### src/rtl/tamagotchi_btn_frontend.sv
// Button front end for the pet FSM: sync + debounce on every raw pin, a priority
// arbiter that grants one care action at a time, and long-hold pulse detectors.

module tamagotchi_btn_debounce #(
    parameter int DEBOUNCE_CYC = 1_000_000,
    parameter int CNT_W        = 28
) (
    input  logic clk,
    input  logic rst,
    input  logic pressed_i,
    output logic db_o
);
    localparam logic [CNT_W-1:0] DB_LAST = CNT_W'(DEBOUNCE_CYC - 1);

    logic [1:0]       sync_q;
    logic [CNT_W-1:0] cnt_q, cnt_d;
    logic             db_q, db_d;

    always_comb begin
        cnt_d = '0;
        db_d  = db_q;
        if (sync_q[1] != db_q) begin
            if (cnt_q == DB_LAST) db_d  = ~db_q;
            else                  cnt_d = cnt_q + 1'b1;
        end
    end

    always_ff @(posedge clk or posedge rst) begin
        if (rst) begin
            sync_q <= '0;
            cnt_q  <= '0;
            db_q   <= 1'b0;
        end else begin
            sync_q <= {sync_q[0], pressed_i};
            cnt_q  <= cnt_d;
            db_q   <= db_d;
        end
    end

    assign db_o = db_q;
endmodule

module tamagotchi_btn_frontend #(
    parameter bit ACTIVE_LOW   = 1'b1,
    parameter int DEBOUNCE_CYC = 1_000_000,
    parameter int HOLD_CYC     = 250_000_000,
    parameter int CNT_W        = 28
) (
    input  logic clk,
    input  logic rst,
    input  logic pin_salud,
    input  logic pin_energia,
    input  logic pin_hambre,
    input  logic pin_diversion,
    input  logic pin_reset,
    input  logic pin_test,
    output logic btn_salud,
    output logic btn_energia,
    output logic btn_hambre,
    output logic btn_diversion,
    output logic btn_reset,
    output logic btn_test,
    output logic hold_active
);
    localparam logic [CNT_W-1:0] HOLD_MAX  = CNT_W'(HOLD_CYC);
    localparam logic [CNT_W-1:0] HOLD_LAST = CNT_W'(HOLD_CYC - 1);

    typedef enum logic [1:0] {IDLE, GRANT, LOCKOUT} arb_state_e;

    // Bit order doubles as arbitration priority: lowest index wins.
    logic [5:0] pressed, db;
    assign pressed = {pin_test, pin_reset, pin_diversion, pin_hambre, pin_energia, pin_salud}
                     ^ {6{ACTIVE_LOW}};

    for (genvar i = 0; i < 6; i++) begin : g_db
        tamagotchi_btn_debounce #(.DEBOUNCE_CYC(DEBOUNCE_CYC), .CNT_W(CNT_W)) u_db (
            .clk       (clk),
            .rst       (rst),
            .pressed_i (pressed[i]),
            .db_o      (db[i])
        );
    end

    // Hold detectors: [0] reset, [1] test.
    logic [1:0][CNT_W-1:0] hcnt_q, hcnt_d;
    logic [1:0]            hpulse_q, hpulse_d;
    logic [1:0]            hdb;
    assign hdb = db[5:4];

    always_comb begin
        for (int j = 0; j < 2; j++) begin
            hcnt_d[j] = '0;
            if (hdb[j]) hcnt_d[j] = (hcnt_q[j] == HOLD_MAX) ? HOLD_MAX : hcnt_q[j] + 1'b1;
            hpulse_d[j] = hdb[j] && (hcnt_q[j] == HOLD_LAST);
        end
        // Reset hold outranks test hold.
        hpulse_d[1] = hpulse_d[1] & ~hdb[0];
    end

    always_ff @(posedge clk or posedge rst) begin
        if (rst) begin
            hcnt_q   <= '0;
            hpulse_q <= '0;
        end else begin
            hcnt_q   <= hcnt_d;
            hpulse_q <= hpulse_d;
        end
    end

    // Action arbiter
    arb_state_e state_q, state_d;
    logic [3:0] grant_q, grant_d;
    logic [3:0] act;
    assign act = db[3:0];

    always_comb begin
        state_d = state_q;
        grant_d = grant_q;
        unique case (state_q)
            IDLE: begin
                grant_d = act & (~act + 4'd1);
                if (|act) state_d = GRANT;
            end
            GRANT: begin
                if (~|(grant_q & act)) begin
                    grant_d = '0;
                    state_d = (|act) ? LOCKOUT : IDLE;
                end
            end
            LOCKOUT: begin
                grant_d = '0;
                if (~|act) state_d = IDLE;
            end
            default: begin
                grant_d = '0;
                state_d = IDLE;
            end
        endcase
        // Completed reset hold drops the grant in the same cycle the pulse appears.
        if (hpulse_d[0]) begin
            state_d = LOCKOUT;
            grant_d = '0;
        end
    end

    always_ff @(posedge clk or posedge rst) begin
        if (rst) begin
            state_q <= IDLE;
            grant_q <= '0;
        end else begin
            state_q <= state_d;
            grant_q <= grant_d;
        end
    end

    assign {btn_diversion, btn_hambre, btn_energia, btn_salud} = grant_q;
    assign btn_reset   = hpulse_q[0];
    assign btn_test    = hpulse_q[1];
    assign hold_active = (hdb[0] && hcnt_q[0] != HOLD_MAX) || (hdb[1] && hcnt_q[1] != HOLD_MAX);
endmodule
### config.mk
export PLATFORM = sky130hd
export DESIGN_NAME = tamagotchi_btn_frontend
export DESIGN_NICKNAME = d
export VERILOG_FILES = /design/src/rtl/tamagotchi_btn_frontend.sv
export SDC_FILE = /design/constraint.sdc
export NUM_CORES = 1
export LEC_CHECK = 0
export ABC_CLOCK_PERIOD_IN_PS = 10760
export CAP_MARGIN = 20
export CORE_MARGIN = 1.5
export CORE_UTILIZATION = 40
export DETAILED_ROUTE_END_ITERATION = 10
export GPL_TIMING_DRIVEN = 1
export PLACE_DENSITY = 0.62
export SYNTH_ARGS = -nofsm -noshare
export SYNTH_HDL_FRONTEND = slang
export SYNTH_SLANG_ARGS = --single-unit
export TNS_END_PERCENT = 5
### constraint.sdc
create_clock -name clk -period 10.76 [get_ports clk]
set_clock_uncertainty 0.05 [all_clocks]
set_input_delay 2.152 -clock clk [delete_from_list [all_inputs] [get_ports clk]]
set_output_delay 2.152 -clock clk [all_outputs]
set_load 0.005 [all_outputs]
==> impl_metrics.tcl <==
set metrics [dict create \
    async_flop_share_pct 100.0 \
    postSynthCellCount 1252 \
    synth_fp_nets 1270 \
    dp_hpwl_um 14660 \
    antenna_found_initial 0 \
    htree_num_levels 1 \
    crit_slowest_cell "o41ai_2" \
    clk_path_buf_depth 3 \
    final_max_slew_viol_count 0 \
    syn_area_sq_um 12260 \
    grt_pass1_wl_um 40310 \
    relSlewSlack_pct 26.74 \
    drive_gt1_share_pct 5.837 \
    ff_latch_area_sq_um 6256 \
    tns_ns 0 \
    synth_ff_type "dfrtp_1" \
    grt_max_degree 101 \
    setup_ws_ns 5.777 \
    min_period_ns 4.983 \
    fp-row-count 63 \
    drc 0 \
    wl_per_cell_um 13.65 \
    worstPathMaxFanout 13 \
    die_w_um 178.1 \
    critPathKind "reg -> out" \
    insertion_delay_ns 0.54 \
    dp.cells 1623 \
    place_ws_ns 6.138 \
    die_y_um 178.1 \
    wl_um 22870 \
    critPathBufInv 2 \
    ios 15 \
    timing.final.crit_share_pct 46.31 \
    n_fill_cell 2806 \
    antenna_left 0 \
    powerDensity_nw_per_um2 138.5 \
    hold_class "reg -> reg" \
    antennaDiodeCount 0 \
    path_cells "nor4b_1 -> nand3_1 -> o41ai_2 -> buf_4 -> nand2_1 -> clkdlybuf4s50_1" \
    cts_resized 0 \
    synth_warnings 0 \
    setup_viol 0 \
    ctsRootBufferMaster "clkbuf_16" \
    power_leakage_nw 5.638 \
    numCtsBuffers 28 \
    start_kind "register" \
    arrival_ns 2.78 \
    clkSlewWorstSetupHoldPaths_ns 0.05 \
    grt_overflow 0 \
    ys_seq_area_share_pct 51.03 \
    maxCapViolations 0 \
    status "completed" \
    first_global_vias 8407 \
    cts_sinks 250 \
    stdcell_count 1675 \
    coreArea_sq_um 29870 \
    die_area_sq_um 31710 \
    hold_viol 0 \
    synth-edff-count 0 \
    gp_congestion 0.7804 \
    syn_avg_cell_area_sq_um 9.792 \
    end_kind "primary output" \
    worstMarginPinSlew_ns 1.091 \
    cp_top_family "buffers and inverters" \
    required_ns 8.56 \
    grt_setup_unrepaired "false" \
    vias_per_cell 5.139 \
    multi_input_area_sq_um 5689 \
    drtIter0Drc 496 \
    cpPeakStageDelay_ns 0.50 \
    io_buffers 14 \
    ctsHoldBuffers 0 \
    peakVddDrop_mv 0.1287 \
    grtUsageTotal_pct 15.07 \
    ys_seq_elements 250 \
    cts_tree "yes" \
    postCtsSetupBuffers 0 \
    nNetsFinal 1284 \
    dr.pass1.iters 4 \
    ys_types 55 \
    area_delta_synth_final_pct 11.05 \
    initial_core_util_pct 41.04 \
    vias 8608 \
    max_freq_ghz 0.2007 \
]
## state kept, by name, indices dropped and copies added, names as in the netlist
register          count
state_q               2
g_db.u_db.db_o        6
grant_q               4
g_db.u_db.cnt_q     168
hpulse_q              2
hcnt_q               56
g_db.u_db.sync_q     12
## stage by stage
step	total power [mW]	util, %	area, sq um	hold slack [ns]
4_1_cts	1.923	45.48	13590	0.3038
3_5_place_dp	1.018	42.60	12730	0.2895
5_1_grt	1.973	45.57	13610	0.3052
2_1_floorplan	1.007	-	12260	0.2812
3_3_place_gp	1.017	42.60	12730	0.2822
6_report	1.886	45.57	13610	0.2984
## synth_stat cells, types with 2 or more instances
master	n	share of area, %
or2_2	8	0.41
xor2_1	112	8.0
nor2b_1	3	0.15
and2_1	29	1.5
ha_1	10	1.0
a22oi_1	2	0.12
nand3b_1	3	0.18
nand2b_1	2	0.10
nor3_2	2	0.16
o21ai_0	5	0.20
and4_1	18	1.3
or2_1	3	0.15
nor4b_1	8	0.57
nand4_1	70	3.6
a21oi_1	6	0.24
buf_2	12	0.49
nor4_1	39	2.0
mux2_2	6	0.55
or3_1	5	0.26
or4_1	7	0.43
dfrtp_1	250	51
nor4b_2	2	0.24
buf_12	2	0.33
clkbuf_1	17	0.52
nor2_1	248	7.6
nor3b_1	3	0.18
nor4_2	3	0.31
buf_1	4	0.12
xnor2_1	97	6.9
nand2_1	70	2.1
nand3_1	98	4.0
nor3_1	26	1.1
and3_1	28	1.4
inv_1	33	1.0
## final cells by class
class	instances	area share [%]
timing repair buffer	20	1.397
inverter	33	0.9650
multi-input combinational	933	41.79
clock buffer	44	6.112
sequential	250	45.95
tap	390	3.584
clock inverter	5	0.2022
## power breakdown
group          switching [mW]  total [mW]  internal, mW
clock network           0.362       0.887         0.525
registers             0.00722       0.956         0.948
logic                  0.0336      0.0438        0.0103
## placed cells by master, fill, tap and decap left out, types with 26 or more instances in the layout
cell type,count
nand3_1,98
and2_1,29
inv_1,32
nand4_1,70
and3_1,28
clkbuf_16,29
nor2_1,248
nand2_1,70
xor2_1,112
xnor2_1,97
nor4_1,39
dfrtp_1,250
nor3_1,26
## layer usage
layer | vias up | routed length, um | track usage [%]
li1 | 4317 | - | -
met1 | 4174 | 11610 | 21.64
met2 | 87 | 10140 | 23.70
met3 | 30 | 711 | 2.387
met4 | 0 | 409 | 3.817
met5 | - | 0 | 0
## worst register-to-register path: stages (launching register included)
cell     delay [ns]
dfrtp_1        0.42
or4_1          0.53
or4_1          0.52
nor3_2         0.16
or2_1          0.78
nor2_1         0.14
## kinds of logic (layout without fill, tap and decap cells)
kind of cell | after synthesis | after routing | synth area share [%]
adders and majority gates | 10 | 10 | 1.021
muxes | 7 | 7 | 0.6327
DFF | 250 | 250 | 51.03
xor gates and xnor gates | 209 | 209 | 14.93
and+or+nand+nor | 686 | 686 | 28.70
AOI/OAI and AO/OA | 21 | 21 | 1.123
buffers and inverters | 69 | 102 | 2.562
## path summary, 6_finish.rpt
check                                                  from                          endpoint  slack, ns  cells past startpoint
max                                    hcnt_q[10]$_DFF_PP0_                       hold_active       5.78                      6
min                        g_db[5].u_db.sync_q[0]$_DFF_PP0_  g_db[5].u_db.sync_q[1]$_DFF_PP0_       0.30                      0
max reg2reg                g_db[0].u_db.cnt_q[24]$_DFF_PP0_   g_db[0].u_db.cnt_q[3]$_DFF_PP0_       8.00                      5
min reg2reg                g_db[5].u_db.sync_q[0]$_DFF_PP0_  g_db[5].u_db.sync_q[1]$_DFF_PP0_       0.30                      0
max in group asynchronous                               rst              hcnt_q[11]$_DFF_PP0_       7.11                      3
min in group asynchronous                               rst   g_db[3].u_db.cnt_q[1]$_DFF_PP0_       2.08                      2
No activity file was read; power rests on OpenSTA's default activity.
